## src/rtl/mem_access_sequencer.sv

```systemverilog
// Memory transaction sequencer: round-robin arbitration between fetch and data
// requests, address-mux select, read/write strobes with ready timeout, data capture.
module mem_access_sequencer #(
  parameter int unsigned DATA_WIDTH     = 32,
  parameter int unsigned TIMEOUT_CYCLES = 15
) (
  input  logic                  clk,
  input  logic                  resetN,
  input  logic                  fetchReq,
  input  logic                  dataReq,
  input  logic                  dataWrite,
  input  logic [DATA_WIDTH-1:0] storeData,
  input  logic [DATA_WIDTH-1:0] memDataIn,
  input  logic                  memReady,
  output logic                  select,
  output logic                  memRead,
  output logic                  memWrite,
  output logic [DATA_WIDTH-1:0] memDataOut,
  output logic [DATA_WIDTH-1:0] instrOut,
  output logic                  instrValid,
  output logic [DATA_WIDTH-1:0] loadDataOut,
  output logic                  dataDone,
  output logic                  busError,
  output logic                  busy
);

  localparam int unsigned CNT_W = 8;

  typedef enum logic [1:0] {IDLE, SETUP, ACCESS, DONE} state_e;

  state_e                state_q, state_d;
  logic [CNT_W-1:0]      cnt_q, cnt_d;
  logic                  last_data_q, last_data_d;
  logic                  gnt_data_q, gnt_data_d;
  logic                  write_q, write_d;
  logic                  select_q, select_d;
  logic                  rd_q, rd_d;
  logic                  wr_q, wr_d;
  logic [DATA_WIDTH-1:0] dout_q, dout_d;
  logic [DATA_WIDTH-1:0] instr_q, instr_d;
  logic [DATA_WIDTH-1:0] load_q, load_d;
  logic                  iv_q, iv_d;
  logic                  dd_q, dd_d;
  logic                  berr_q, berr_d;
  logic                  busy_q, busy_d;
  logic                  take_data;

  // Next-state and registered-output logic
  always_comb begin
    state_d     = state_q;
    cnt_d       = cnt_q;
    last_data_d = last_data_q;
    gnt_data_d  = gnt_data_q;
    write_d     = write_q;
    select_d    = select_q;
    rd_d        = rd_q;
    wr_d        = wr_q;
    dout_d      = dout_q;
    instr_d     = instr_q;
    load_d      = load_q;
    iv_d        = 1'b0;
    dd_d        = 1'b0;
    berr_d      = berr_q;
    take_data   = 1'b0;

    case (state_q)
      IDLE: begin
        if (fetchReq || dataReq) begin
          // Under contention the requester not served last time wins
          take_data   = dataReq && (!fetchReq || !last_data_q);
          gnt_data_d  = take_data;
          last_data_d = take_data;
          select_d    = take_data;
          write_d     = dataWrite;
          dout_d      = storeData;
          berr_d      = 1'b0;
          state_d     = SETUP;
        end
      end
      SETUP: begin
        cnt_d   = '0;
        state_d = ACCESS;
        if (gnt_data_q && write_q) begin
          wr_d = 1'b1;
        end else begin
          rd_d = 1'b1;
        end
      end
      ACCESS: begin
        if (memReady) begin
          rd_d    = 1'b0;
          wr_d    = 1'b0;
          state_d = DONE;
          if (!gnt_data_q) begin
            instr_d = memDataIn;
          end else if (!write_q) begin
            load_d = memDataIn;
          end
        end else if (cnt_q == CNT_W'(TIMEOUT_CYCLES - 1)) begin
          rd_d    = 1'b0;
          wr_d    = 1'b0;
          berr_d  = 1'b1;
          state_d = DONE;
          if (!gnt_data_q) begin
            instr_d = '0;
          end else if (!write_q) begin
            load_d = '0;
          end
        end else begin
          cnt_d = cnt_q + CNT_W'(1);
        end
      end
      DONE: begin
        iv_d    = !gnt_data_q;
        dd_d    = gnt_data_q;
        state_d = IDLE;
      end
      default: state_d = IDLE;
    endcase

    busy_d = (state_d != IDLE);
  end

  always_ff @(posedge clk or negedge resetN) begin
    if (!resetN) begin
      state_q     <= IDLE;
      cnt_q       <= '0;
      last_data_q <= 1'b1;
      gnt_data_q  <= 1'b0;
      write_q     <= 1'b0;
      select_q    <= 1'b0;
      rd_q        <= 1'b0;
      wr_q        <= 1'b0;
      dout_q      <= '0;
      instr_q     <= '0;
      load_q      <= '0;
      iv_q        <= 1'b0;
      dd_q        <= 1'b0;
      berr_q      <= 1'b0;
      busy_q      <= 1'b0;
    end else begin
      state_q     <= state_d;
      cnt_q       <= cnt_d;
      last_data_q <= last_data_d;
      gnt_data_q  <= gnt_data_d;
      write_q     <= write_d;
      select_q    <= select_d;
      rd_q        <= rd_d;
      wr_q        <= wr_d;
      dout_q      <= dout_d;
      instr_q     <= instr_d;
      load_q      <= load_d;
      iv_q        <= iv_d;
      dd_q        <= dd_d;
      berr_q      <= berr_d;
      busy_q      <= busy_d;
    end
  end

  assign select      = select_q;
  assign memRead     = rd_q;
  assign memWrite    = wr_q;
  assign memDataOut  = dout_q;
  assign instrOut    = instr_q;
  assign instrValid  = iv_q;
  assign loadDataOut = load_q;
  assign dataDone    = dd_q;
  assign busError    = berr_q;
  assign busy        = busy_q;

endmodule

```

## config.mk

```make
export PLATFORM = sky130hd
export DESIGN_NAME = mem_access_sequencer
export DESIGN_NICKNAME = d
export VERILOG_FILES = /design/src/rtl/mem_access_sequencer.sv
export SDC_FILE = /design/constraint.sdc
export NUM_CORES = 1
export LEC_CHECK = 0
export ABC_AREA = 1
export BUFFER_PORTS_ARGS = -buffer_cell sky130_fd_sc_hd__buf_4
export CAP_MARGIN = 20
export CORE_MARGIN = 4
export CORE_UTILIZATION = 51
export CTS_CLUSTER_SIZE = 24
export DETAILED_ROUTE_END_ITERATION = 10
export PLACE_DENSITY = 0.92
export SLEW_MARGIN = 20
export SYNTH_ARGS = -nofsm -noshare
export SYNTH_HDL_FRONTEND = slang
export SYNTH_SLANG_ARGS = --single-unit
```

## constraint.sdc

```tcl
create_clock -name clk -period 2.9 [get_ports clk]
set_input_delay 0.58 -clock clk [delete_from_list [all_inputs] [get_ports clk]]
set_output_delay 0.58 -clock clk [all_outputs]
set_load 0.02 [all_outputs]
```

==> flow_metrics.tcl <==
set metrics [dict create \
    holdBufCountCts 0 \
    rsz0062_at_grt "false" \
    synth_xor_area_frac 0.001810 \
    synth_compound_area_frac 0.1125 \
    cpLargestDelayFamily "simple AND/OR/NAND/NOR gates" \
    post-route-drc-count 0 \
    cp_num_buf_inv 2 \
    crit_slowest_cell "dfrtp_1" \
    port-buffer-count 172 \
    rows 35 \
    critPathMaxStageDelay_ns 0.42 \
    grt_max_degree 67 \
    die_w_um 105.4 \
    diodes 0 \
    synth_edf_count 0 \
    gp_congestion 0.8484 \
    drt-initial-drc-count 237 \
    synth_top_family_by_area "simple AND/OR/NAND/NOR gates" \
    finalSetupViolCount 0 \
    design_area_um2 6739 \
    ys_warn_count 0 \
    synthSimpleGateAreaFrac 0.2154 \
    fp.dieH_um 105.4 \
    layout_common_cells "226 x nand2_1, 176 x buf_4, 114 x dfrtp_1, 33 x o21ai_2, 27 x o21ai_1" \
    cts_buffer_depth 2 \
    yosysSeqAreaShare 0.5949 \
    dr.pass1.iters 6 \
    initial_core_util 0.5238 \
    cts_buffers 17 \
    vias 4167 \
    clkSinkCount 115 \
    syn_inst 511 \
    vias_per_cell 5.051 \
    finalCritPeriodShare 0.6763 \
    finalHoldViolations 0 \
    hp-class "input pin to asynchronous set/reset pin" \
    postLayoutCoreUtil 0.7293 \
    tritoncts "done" \
    cts_root_buffer "clkbuf_8" \
    cts_setup_buffers 0 \
    core_area_um2 9240 \
    slew_headroom 0.5727 \
    ys.flop_type "dfrtp_1" \
    cap_viol_max_count 0 \
    cp_max_fo 43 \
    register_area_um2 2879 \
    synth.avg_cell_area_um2 9.471 \
    postRouteAntennaNets 0 \
    crit_chain "inv_1, ha_1, nand2_1, nor2_2, nand2_2, nand2_4, nand4_4, buf_12, nand2_1, o21ai_2" \
    antenna_found_initial 0 \
    grt_overflow_total 0 \
    placed_area_um2 6158 \
    grt_pass1_vias 4229 \
    synthArstFlopShare 1.000 \
    cts_resized 0 \
    fmax_mhz 509.8 \
    num_io_pins 173 \
    syn_area_um2 4840 \
    ys_seq_elements 115 \
    nFillCells 641 \
    die_area_um2 11110 \
    wirelength_mm 12.60 \
    ir_drop_mv 0.6031 \
    wl_per_cell_um 15.28 \
    synthAdderAreaFrac 0.01551 \
    hpwl_mm 8.730 \
    power.density_nw_per_um2 1180 \
    multi_input_area_um2 1670 \
    cp.required_ns 3.28 \
    arrival_ns 2.34 \
    worst-setup-path-type "flop to flop" \
    syn2layout_area_growth_pct 39.25 \
    fin_nets 759 \
    startpoint_type "flop" \
    skew_ns 0.008480 \
    drive_gt1_frac 0.3678 \
    synth_nets 587 \
    clk_latency_ns 0.50 \
    end_kind "flop" \
    synth.distinct_cells 25 \
    fin_setup_tns_ns 0 \
    muxShareOfSynthArea 0 \
    drv_slew 0 \
    layout_min_cycle_time_ns 1.961 \
    path_common_cell "nand2_1" \
    clk_pin_slew_ns 0.06 \
    tightest_slew_ns 0.6410 \
    leakage_nw 3.537 \
    grt_pass1_wl_mm 20.48 \
    h-tree-depth 4 \
    outcome "finished, final reports clean" \
    layout_commonest_cell "nand2_1" \
    grt_usage 0.2292 \
]
-- layout make-up --
class | count | area share
sequential | 115 | 0.4272
multi-input combinational | 348 | 0.2479
timing repair buffer | 178 | 0.2020
clock buffer | 18 | 0.06350
tap | 129 | 0.02395
clock inverter | 14 | 0.02265
inverter | 23 | 0.01281
-- through the flow --
stage	worst slack, ns	power [mW]	hold WS (ns)	instances
global placement	0.6289	5.802	0.4524	792
finish	0.9386	7.953	0.09677	825
detailed placement	0.9586	5.957	0.4586	793
floorplan	1.382	4.533	0.2844	511
global route	0.7949	8.405	0.1324	825
CTS	0.9468	8.010	0.1118	825
-- cell families (layout without fill, tap and decap cells) --
kind of cell | after synthesis | count (layout)
AOI/OAI and AO/OA | 83 | 83
xor gates and xnor gates | 1 | 1
adders and majority gates | 6 | 6
buffers and inverters | 48 | 233
DFF | 115 | 115
and+or+nand+nor | 258 | 258
-- cell usage after synthesis, types with 4 or more instances --
master    instances  area share
inv_2             4      0.0031
nand2_1         226        0.18
ha_1              6       0.016
buf_6            12       0.028
o21ai_2          33       0.060
inv_1            19       0.015
nor2_1            7      0.0054
nand3_1          16       0.017
o21ai_1          27       0.028
dfrtp_1         114        0.59
clkbuf_1          6      0.0047
o21ai_0          21       0.022
buf_2             4      0.0041
-- final timing paths --
check | from | to | slack [ns] | cells past startpoint
min in group clk | storeData[1] | memDataOut[1]$_DFFE_PN0P_ | 0.28 | 3
worst max-delay path | cnt_q[0]$_DFFE_PN0P_ | loadDataOut[10]$_DFFE_PN0P_ | 0.94 | 10
max in group asynchronous | resetN | memDataOut[18]$_DFFE_PN0P_ | 2.03 | 2
worst min-delay path | resetN | instrOut[23]$_DFFE_PN0P_ | 0.1 | 1
worst max register to register | cnt_q[0]$_DFFE_PN0P_ | loadDataOut[10]$_DFFE_PN0P_ | 0.94 | 10
worst min register to register | last_data_q$_DFFE_PN1P_ | last_data_q$_DFFE_PN1P_ | 0.48 | 2
-- worst reg2reg max path: cells and delay by family (launching register included) --
kind / cells / cell delay, ns
AO/OA/AOI/OAI: 1 / 0.06
adder cells (fa/ha/maj): 1 / 0.13
buffers and inverters: 2 / 0.42
flip-flops: 1 / 0.42
AND/OR/NAND/NOR: 6 / 0.83
-- state kept, by name, summed over array words and instances (netlist names), 2 cells and up --
name / cells
memDataOut: 32
instrOut: 32
cnt_q: 8
loadDataOut: 32
state_q: 2
-- layer usage --
metal / global-route usage / routed length (um)
met4: 0.1087 / 489
met1: 0.2643 / 4701
met2: 0.3980 / 6642
met3: 0.05756 / 771
met5: 0 / 0
-- where the power goes --
| group | switching, mW | leakage (nW) | internal (mW) |
|---|---|---|---|
| Combinational | 1.97 | 1.76 | 1.28 |
| Sequential | 0.428 | 1.49 | 2.28 |
| Clock | 0.748 | 0.286 | 1.25 |
(Power assumes the default switching activity.)
